`src/rtl/acc_ctrl_pkg.sv`:
```
// Shared definitions for the accumulator control sequencer.
//   state_e     : sequencer states
//   op_class_e  : opcode class produced by the decoder
//   OP_*        : opcode values
//   ALU_*       : AluOp codes driven to the datapath ALU
//   MEMDST_*    : MemDst codes (memory address source)
package acc_ctrl_pkg;

    typedef enum logic [3:0] {
        StRstWait,
        StFetch,
        StDecode,
        StLda,
        StLdb,
        StExec,
        StWb,
        StSt,
        StHalt,
        StTrap
    } state_e;

    typedef enum logic [1:0] {
        ClsArith,
        ClsNop,
        ClsHalt,
        ClsIllegal
    } op_class_e;

    localparam int unsigned OP_NOP  = 'h0;
    localparam int unsigned OP_AADD = 'h1;
    localparam int unsigned OP_ASUB = 'h2;
    localparam int unsigned OP_AAND = 'h3;
    localparam int unsigned OP_AOR  = 'h4;
    localparam int unsigned OP_HALT = 'hF;

    localparam int unsigned ALU_AND = 0;
    localparam int unsigned ALU_OR  = 1;
    localparam int unsigned ALU_ADD = 2;
    localparam int unsigned ALU_SUB = 3;

    localparam int unsigned MEMDST_PC      = 0;
    localparam int unsigned MEMDST_SHELLEY = 3;

endpackage

```
`src/rtl/acc_ctrl_decode.sv`:
```
// Combinational opcode decoder for the accumulator sequencer.
// Ports:
//   opcode   in   opcode field
//   alu_op   out  ALU operation for arithmetic opcodes, 0 otherwise
//   op_class out  arith / nop / halt / illegal
module acc_ctrl_decode
    import acc_ctrl_pkg::*;
#(
    parameter int unsigned OPC_W   = 4,
    parameter int unsigned ALUOP_W = 4
) (
    input  logic [OPC_W-1:0]   opcode,
    output logic [ALUOP_W-1:0] alu_op,
    output op_class_e          op_class
);

    always_comb begin
        alu_op   = '0;
        op_class = ClsIllegal;
        case (opcode)
            OPC_W'(OP_NOP):  op_class = ClsNop;
            OPC_W'(OP_AADD): begin
                op_class = ClsArith;
                alu_op   = ALUOP_W'(ALU_ADD);
            end
            OPC_W'(OP_ASUB): begin
                op_class = ClsArith;
                alu_op   = ALUOP_W'(ALU_SUB);
            end
            OPC_W'(OP_AAND): begin
                op_class = ClsArith;
                alu_op   = ALUOP_W'(ALU_AND);
            end
            OPC_W'(OP_AOR): begin
                op_class = ClsArith;
                alu_op   = ALUOP_W'(ALU_OR);
            end
            OPC_W'(OP_HALT): op_class = ClsHalt;
            default: ;
        endcase
    end

endmodule

```
`src/rtl/accumulator_control_fsm.sv`:
```
// Multi-cycle control sequencer for the mary/shelley accumulator datapath.
// Sequence per arithmetic instruction: FETCH, DECODE, LDA, LDB, EXEC, WB, ST.
// Memory states wait on mem_ready; control outputs are Mealy (state + mem_ready).
// Optional feature macro: ACC_OVF_TRAP_EN -- ALU overflow on AADD/ASUB in EXEC
// diverts to a one-cycle TRAP that loads the trap vector instead of writing back.
// Ports:
//   clock, reset (async, active low), instruction, overflow_output, mem_ready
//   datapath controls: MemWrite, MemSrc, MemDst, PCSrc, SPSrc, PCWrite, SPWrite,
//     InstWrite, mary_write, shelley_write, comp_write, ra_write, mary_src,
//     shelley_src, ra_src, SrcA, SrcB, AluOp
//   status: halted, illegal (DECODE pulse), retired (completed instruction count)
module accumulator_control_fsm
    import acc_ctrl_pkg::*;
#(
    parameter int unsigned INST_W     = 16,
    parameter int unsigned OPC_W      = 4,
    parameter int unsigned OPC_LSB    = 12,
    parameter int unsigned ALUOP_W    = 4,
    parameter int unsigned CNT_W      = 16,
    parameter int unsigned TRAP_PCSRC = 4
) (
    input  logic               clock,
    input  logic               reset,
    input  logic [INST_W-1:0]  instruction,
    input  logic               overflow_output,
    input  logic               mem_ready,
    output logic               MemWrite,
    output logic [1:0]         MemSrc,
    output logic [2:0]         MemDst,
    output logic [2:0]         PCSrc,
    output logic [2:0]         SPSrc,
    output logic               PCWrite,
    output logic               SPWrite,
    output logic               InstWrite,
    output logic               mary_write,
    output logic               shelley_write,
    output logic               comp_write,
    output logic               ra_write,
    output logic [1:0]         mary_src,
    output logic [1:0]         shelley_src,
    output logic               ra_src,
    output logic               SrcA,
    output logic [1:0]         SrcB,
    output logic [ALUOP_W-1:0] AluOp,
    output logic               halted,
    output logic               illegal,
    output logic [CNT_W-1:0]   retired
);

    state_e             state_q;
    logic [OPC_W-1:0]   opc_q;
    logic [CNT_W-1:0]   retired_q;

    logic [OPC_W-1:0]   opc_in;
    logic [OPC_W-1:0]   dec_opc;
    logic [ALUOP_W-1:0] dec_alu;
    op_class_e          dec_class;
    logic               trap_take;

    logic unused_inst;
    assign unused_inst = ^instruction;

    assign opc_in = instruction[OPC_LSB +: OPC_W];

    // DECODE classifies the live instruction; later states use the latched opcode.
    assign dec_opc = (state_q == StDecode) ? opc_in : opc_q;

    acc_ctrl_decode #(
        .OPC_W   (OPC_W),
        .ALUOP_W (ALUOP_W)
    ) u_decode (
        .opcode   (dec_opc),
        .alu_op   (dec_alu),
        .op_class (dec_class)
    );

`ifdef ACC_OVF_TRAP_EN
    assign trap_take = overflow_output &&
                       ((opc_q == OPC_W'(OP_AADD)) || (opc_q == OPC_W'(OP_ASUB)));
`else
    logic unused_ovf;
    assign unused_ovf = overflow_output;
    assign trap_take  = 1'b0;
`endif

    always_ff @(posedge clock or negedge reset) begin
        if (!reset) begin
            state_q   <= StRstWait;
            opc_q     <= '0;
            retired_q <= '0;
        end else begin
            case (state_q)
                StRstWait: state_q <= StFetch;
                StFetch: begin
                    if (mem_ready) state_q <= StDecode;
                end
                StDecode: begin
                    opc_q <= opc_in;
                    case (dec_class)
                        ClsArith: state_q <= StLda;
                        ClsHalt:  state_q <= StHalt;
                        default: begin
                            // NOP and illegal opcodes both count as completed.
                            retired_q <= retired_q + CNT_W'(1);
                            state_q   <= StFetch;
                        end
                    endcase
                end
                StLda: begin
                    if (mem_ready) state_q <= StLdb;
                end
                StLdb: begin
                    if (mem_ready) state_q <= StExec;
                end
                StExec: state_q <= trap_take ? StTrap : StWb;
                StWb:   state_q <= StSt;
                StSt: begin
                    if (mem_ready) begin
                        retired_q <= retired_q + CNT_W'(1);
                        state_q   <= StFetch;
                    end
                end
                StHalt: state_q <= StHalt;
                StTrap: state_q <= StFetch;
                default: state_q <= StRstWait;
            endcase
        end
    end

    // Register-write strobes are qualified by mem_ready so each access
    // produces a single pulse however long memory stalls.
    always_comb begin
        MemWrite      = 1'b0;
        MemSrc        = '0;
        MemDst        = '0;
        PCSrc         = '0;
        SPSrc         = '0;
        PCWrite       = 1'b0;
        SPWrite       = 1'b0;
        InstWrite     = 1'b0;
        mary_write    = 1'b0;
        shelley_write = 1'b0;
        comp_write    = 1'b0;
        ra_write      = 1'b0;
        mary_src      = '0;
        shelley_src   = '0;
        ra_src        = 1'b0;
        SrcA          = 1'b0;
        SrcB          = '0;
        AluOp         = '0;
        halted        = 1'b0;
        illegal       = 1'b0;
        case (state_q)
            StFetch: begin
                MemDst    = 3'(MEMDST_PC);
                InstWrite = mem_ready;
                PCWrite   = mem_ready;
            end
            StDecode: illegal = (dec_class == ClsIllegal);
            StLda: begin
                MemDst     = 3'(MEMDST_PC);
                mary_write = mem_ready;
                PCWrite    = mem_ready;
            end
            StLdb: begin
                MemDst        = 3'(MEMDST_PC);
                shelley_write = mem_ready;
                PCWrite       = mem_ready;
            end
            StExec: begin
                AluOp      = dec_alu;
                comp_write = 1'b1;
            end
            StWb: begin
                mary_src   = 2'd1;
                mary_write = 1'b1;
                AluOp      = dec_alu;
            end
            StSt: begin
                MemDst   = 3'(MEMDST_SHELLEY);
                MemWrite = 1'b1;
            end
            StHalt: halted = 1'b1;
            StTrap: begin
                PCSrc   = 3'(TRAP_PCSRC);
                PCWrite = 1'b1;
            end
            default: ;
        endcase
    end

    assign retired = retired_q;

endmodule
```
`config.mk`:
```
export PLATFORM = sky130hd
export DESIGN_NAME = accumulator_control_fsm
export DESIGN_NICKNAME = d
export VERILOG_FILES = /design/src/rtl/acc_ctrl_pkg.sv /design/src/rtl/acc_ctrl_decode.sv /design/src/rtl/accumulator_control_fsm.sv
export SDC_FILE = /design/constraint.sdc
export NUM_CORES = 1
export LEC_CHECK = 0
export BUFFER_PORTS_ARGS = -buffer_cell sky130_fd_sc_hd__buf_2
export CAP_MARGIN = 20
export CORE_MARGIN = 1
export CORE_UTILIZATION = 30
export DETAILED_ROUTE_END_ITERATION = 6
export PLACE_DENSITY = 0.64
export SLEW_MARGIN = 10
export SYNTH_ARGS = -nofsm -noshare
export SYNTH_HDL_FRONTEND = slang
export SYNTH_HIERARCHICAL = 1
export SYNTH_SLANG_ARGS = --single-unit
```
`constraint.sdc`:
```
create_clock -name clock -period 3.2 [get_ports clock]
set_input_delay 0 -clock clock [delete_from_list [all_inputs] [get_ports clock]]
set_output_delay 0 -clock clock [all_outputs]
set_load 0.01 [all_outputs]
```
==> Word-level counts from Yosys, hierarchy flattened <==
Cells that the tools add are included.
{ "word_totals": {"reg_bits": 24, "input_bits": 20, "output_inout_bits": 49, "elab_cells": 60} }
{ "op_classes": {"addsub": 1, "eq_ne": 21, "n_mux": 24, "reduce_logical": 11} }
{ "ops": {"columns": ["operator", "n"], "rows": [
  ["case mux 4 bit (9 select lines)", 1],
  ["two-way mux 16 bit", 2],
  ["case mux 16 bit (2 select lines)", 1],
  ["two-way mux 4 bit", 6],
  ["== test 4 x 3 -> 1 bit (second input constant)", 5],
  ["adder 16 x 1 -> 16 bit (second input constant)", 1],
  ["== test 4 x 2 -> 1 bit (second input constant)", 4],
  ["== test 4 bit (second input constant)", 3],
  ["case mux 2 bit (3 select lines)", 2],
  ["!= test 2 bit (second input constant)", 5],
  ["== test 4 x 1 -> 1 bit (second input constant)", 2],
  ["zero test 4 bit", 2],
  ["case mux 4 bit (2 select lines)", 1],
  ["two-way mux 1 bit", 7],
  ["OR reduction 2 bit", 3],
  ["== test 2 bit (second input constant)", 2],
  ["case mux 1 bit (2 select lines)", 2],
  ["AND reduction 4 bit", 1],
  ["OR reduction 4 bit", 1],
  ["two-way mux 3 bit", 1],
  ["AND reduction 3 bit", 1],
  ["OR reduction 3 bit", 1],
  ["zero test 2 bit", 1],
  ["two-way mux 2 bit", 1],
  ["nonzero test 2 bit", 1]
]} }

==> Longest topological paths before layout <==
{ "depth": {"depth_word": 9, "ltp_mapped": 10} }

==> Cells and area by module <==
The synthesis kept the hierarchy.
{ "modules_own_cells": {"columns": ["module", "instances", "cells_per_inst", "area_per_inst_um2", "seq_area_each_um2"], "rows": [
  ["accumulator_control_fsm", 1, 150, 1433.9, 600.6],
  ["acc_ctrl_decode", 1, 13, 91.3, 0.0]
]} }

==> Least setup slack after synthesis <==
OpenSTA, ideal clock, no wires.
{ "synth_path": {"path_type": "register to register", "startpoint": "reg state_q[1]", "endpoint": "reg retired_q[12] (netlist: retired[12])", "t_arrival_ns": 3.431, "t_required_ns": 3.072, "path_slack_ns": -0.359, "path_stages_with_launch": 11, "n_path_buf": 1, "period_less_slack_ns": 3.559, "path_cell_list": "dfrtp_1 clkbuf_1 nand2b_1 nor3_1 mux2_2 or2_1 a211oi_1 or3b_4 a21o_4 or4_4 xnor2_2"} }
{ "synth_via": {"elab_chain_len": 9, "elab_cells_between_ends": 19} }
{ "synth_rtl": {"columns": ["element", "line", "text"], "rows": [
  ["start: declaration", "accumulator_control_fsm.sv:50", "state_e state_q;"],
  ["start signal: assignment", "accumulator_control_fsm.sv:88", "state_q <= StRstWait;"],
  ["start signal: assignment", "accumulator_control_fsm.sv:93", "StRstWait: state_q <= StFetch;"],
  ["start signal: assignment", "accumulator_control_fsm.sv:95", "if (mem_ready) state_q <= StDecode;"],
  ["== test 4 x 2 -> 1 bit *", "accumulator_control_fsm.sv:66", "assign dec_opc = (state_q == StDecode) ? opc_in : opc_q;"],
  ["two-way mux 4 bit *", null, null],
  ["named net dec_opc[1]", "accumulator_control_fsm.sv:55", "logic [OPC_W-1:0] dec_opc;"],
  ["== test 4 x 1 -> 1 bit, or another cell as far along", "acc_ctrl_decode.sv:20", "case (opcode)"],
  ["OR reduction 4 bit (no source line)", null, null],
  ["case mux 2 bit (3 select lines) *", "acc_ctrl_decode.sv:20", null],
  ["named net dec_class[0]", "accumulator_control_fsm.sv:57", "op_class_e dec_class;"],
  ["== test 2 bit / zero test 2 bit (equally long branches)", "accumulator_control_fsm.sv:99", "case (dec_class)"],
  ["OR reduction 2 bit (no source line) *", null, null],
  ["!= test 2 bit (no source line) *", null, null],
  ["AND reduction 3 bit (no source line) *", null, null],
  ["end signal: assignment", "accumulator_control_fsm.sv:104", "retired_q <= retired_q + CNT_W'(1);"],
  ["end signal: assignment", "accumulator_control_fsm.sv:119", "retired_q <= retired_q + CNT_W'(1);"],
  ["end: declaration", "accumulator_control_fsm.sv:52", "logic [CNT_W-1:0] retired_q;"]
]} }
The timed path passes the listed nets; every way through them passes the cells marked *.
A chain may end at the register's enable or synchronous reset.

==> Worst setup path after layout <==
{ "layout_path": {"startpoint": "reg state_q[0]", "endpoint": "reg retired_q[12] (netlist: retired[12])"} }
The elaborated chain is that of the path after synthesis.

==> metrics.json <==
{
  "clock_tree": {
    "cts.path.max_buffers": 2,
    "clock_sink_count": 24,
    "clock_latency_late_sink_ps": 260,
    "htree_levels": 1,
    "library_cell_used_as_clock_root_buffer": "sky130_fd_sc_hd__clkbuf_8",
    "tritoncts": "built",
    "tritoncts.num_buffers": 3,
    "clkTransAtPathRegs_ps": 80
  },
  "setup_path": {
    "crit_path_start_kind": "flip-flop",
    "critical-path-top-delay-family": "simple AND/OR/NAND/NOR gates",
    "required_ps": 3350,
    "crit_path_end_kind": "flip-flop",
    "cp.buffers_inverters": 0,
    "cp_slowest_stage_delay_ps": 520,
    "critical_path_arrival_ps": 3220,
    "critical_path.slowest_cell": "sky130_fd_sc_hd__or4_4",
    "crit_type": "reg2reg",
    "timing.critical_path.cells": "nand2b_4 > nor3_4 > mux2_2 > or2_1 > a211oi_4 > or3b_4 > a21o_4 > or4_4 > xnor2_2",
    "critical_path.max_fanout": 4
  },
  "timing": {
    "timing.final.crit_share_pct": 95.79,
    "layout_min_cycle_time_ps": 3065,
    "clock.fmax_ghz": 0.3262,
    "setup-violations-final": 0,
    "unrepaired_setup_endpoints_after_global_routing": "false",
    "slew_headroom_pct": 59.42,
    "final.hold.worst_slack_ps": 23.56,
    "skew_ps": 4.599,
    "finalSetupTns_ps": 0,
    "total_count_of_hold_check_failures_in_the_final_report": 0,
    "slew_viol_final": 0,
    "worst_pin_slew_ps": 600.2
  },
  "placement": {
    "dp_cells": 270,
    "place.detailed.hpwl_um": 2264,
    "number_of_buffers_inserted_by_port_buffering": 36,
    "globalplace.congestion": 0.7073
  },
  "pwr": {
    "p_leak_nw": 0.8146,
    "seqPwrFrac_pct": 29.8,
    "power.density_nw_per_um2": 908.9,
    "clk_network_pwr_share_pct": 10.1,
    "power.switching_fraction_pct": 42.83,
    "cell_internal_pwr_mw": 0.9778,
    "max-vdd-ir-drop_mv": 0.4926,
    "total_switching_power_mw": 0.7325,
    "p_comb_share_pct": 60.1
  },
  "yosys": {
    "postSynth.asyncResetShare_pct": 100.0,
    "avgSynthCellArea_um2": 9.357,
    "synth.lib_cells_used.distinct": 41,
    "synth_top_cell_by_area": "sky130_fd_sc_hd__dfrtp_1",
    "synth_cells": 163,
    "yosysSeqAreaShare_pct": 39.38,
    "synthMostInstantiatedCell": "sky130_fd_sc_hd__dfrtp_1",
    "synth-edff-count": 0,
    "synthDominantCellAreaShare_pct": 39.38,
    "syn-cell-area_um2": 1525,
    "ys_warn_count": 6,
    "yosys-top-cells-count": "sky130_fd_sc_hd__dfrtp_1 (24), sky130_fd_sc_hd__buf_4 (21), sky130_fd_sc_hd__nor2_1 (17)",
    "synth.ff_latch_count": 24,
    "synth_ff_type": "sky130_fd_sc_hd__dfrtp_1",
    "netlist_top_cells_area": "sky130_fd_sc_hd__dfrtp_1 (39%), sky130_fd_sc_hd__buf_4 (10%), sky130_fd_sc_hd__xor2_1 (5.7%)"
  },
  "die": {
    "row_count": 25,
    "fp.dieW_um": 73.30,
    "die-area_um2": 5373,
    "core_area_um2": 4817,
    "initial_core_util_pct": 31.66,
    "ios": 69,
    "chipHeight_um": 73.30
  },
  "detailed_routing": {
    "wl_per_cell_um": 10.82,
    "route.antenna.remaining_nets": 0,
    "drtPass1Iterations": 4,
    "num_vias": 1228,
    "number_of_vias_per_cell": 4.433,
    "drc_errors": 0,
    "finalWirelength_um": 2997,
    "drt-initial-drc-count": 41
  },
  "global_routing": {
    "globalRouteOverflowTotal": 0,
    "antenna_found_initial": 0,
    "first_pass_grt_wire_length_um": 4857,
    "grt_pass1_vias": 1073,
    "gr-usage-all-layers_pct": 11.77,
    "pin_count_of_the_biggest_net_entering_global_routing": 25
  },
  "worst_hold_path": {
    "hold_path.class": "in2reg"
  },
  "layout": {
    "num-nets-final": 233,
    "area.growth.synth_to_final_pct": 23.38,
    "drive_gt1_share_pct": 35.24,
    "antenna_cells": 0,
    "final-instance-count-excl-fill": 277,
    "num-fill-cells": 511
  },
  "flow_run": {
    "drv_cap": 0
  },
  "run_status": {
    "result_of_the_run": "finished, final reports clean"
  }
}
==> cell families (layout without fill, tap and decap cells) <==
logic type               Yosys count  in the layout  synth area share (%)
AND/OR/NAND/NOR                   73             73                 26.74
buffers and inverters             27             57                 11.81
flip-flops                        24             24                 39.38
XOR/XNOR                          18             18                 10.83
AO/OA/AOI/OAI                     14             14                 6.973
multiplexers                       4              4                 2.953
other                              2             19                0.4924
adder cells (fa/ha/maj)            1              1                0.8202
==> per-stage QoR <==
stage | area [um2] | power [mW] | setup WS (ps) | utilization, %
finish | 1882 | 1.710 | 134.6 | 39.06
global route | 1882 | 1.861 | 4.370 | 39.06
CTS | 1868 | 1.721 | 55.07 | 38.78
detailed placement | 1787 | 1.480 | -31.48 | 37.09
global placement | 1787 | 1.467 | 19.93 | 37.09
floorplan | 1607 | 1.175 | 13.48 | -
==> registers in the layout, summed over array words and instances (netlist names) <==
name	cells
state_q	4
opc_q	4
retired	16
==> cell type report <==
type                            instances  area, um2  share of cell area (%)
Inverter                                2      7.507                  0.3989
Clock buffer                            3      41.29                   2.194
Tap cell                               67      83.83                   4.455
Multi-Input combinational cell        129      845.8                   44.95
Sequential cell                        24      600.6                   31.91
Timing Repair Buffer                   52      302.8                   16.09
==> power groups by stage <==
stage | Combinational (mW) | Sequential, mW | Clock [mW]
floorplan | 0.644 | 0.531 | 0
global placement | 0.957 | 0.509 | 0
detailed placement | 0.969 | 0.511 | 0
CTS | 1.03 | 0.510 | 0.183
global route | 1.14 | 0.523 | 0.197
finish | 1.03 | 0.510 | 0.173
==> cell usage in the layout, fill, tap and decap left out, types with 2 or more instances in the layout <==
master                     instances
sky130_fd_sc_hd__a21oi_1           3
sky130_fd_sc_hd__and2_1            4
sky130_fd_sc_hd__buf_2            36
sky130_fd_sc_hd__buf_4            15
sky130_fd_sc_hd__clkbuf_8          3
sky130_fd_sc_hd__conb_1           19
sky130_fd_sc_hd__dfrtp_1          24
sky130_fd_sc_hd__inv_1             2
sky130_fd_sc_hd__mux2_2            4
sky130_fd_sc_hd__nand2_1          11
sky130_fd_sc_hd__nand2b_1          4
sky130_fd_sc_hd__nand3_1           7
sky130_fd_sc_hd__nand4_1           3
sky130_fd_sc_hd__nor2_1           17
sky130_fd_sc_hd__nor2b_1           3
sky130_fd_sc_hd__nor3_1            8
sky130_fd_sc_hd__nor4_2            2
sky130_fd_sc_hd__nor4b_1           3
sky130_fd_sc_hd__xnor2_1           7
sky130_fd_sc_hd__xor2_1           10
==> metal layers <==
| layer | share of wire [%] | track usage [%] |
|---|---|---|
| met3 | 4.7 | 3.155 |
| met4 | 1.2 | 3.846 |
| met2 | 48 | 18.62 |
| met5 | 0 | 0 |
| met1 | 46 | 15.62 |
==> timing repair <==
action                     in CTS  in global routing
gates resized for setup         2                  1
setup endpoints to repair       2                  4
hold endpoints to repair       24                  0
hold buffers                    1                  0
pin swaps                       2                  1
setup buffers                   2                  1
cloned                          0                  0
==> final timing paths <==
check	slack (ps)	startpoint	cells after the start	end
worst max register to register	130	state_q[0]	9	retired[12]
min in group asynchronous	240	reset	2	retired[6]
max in group asynchronous	2590	reset	2	retired[2]
worst min register to register	470	retired[15]	1	retired[15]
worst min-delay path	20	instruction[14]	2	opc_q[2]
worst max-delay path	130	state_q[0]	9	retired[12]
(Power assumes the default switching activity.)
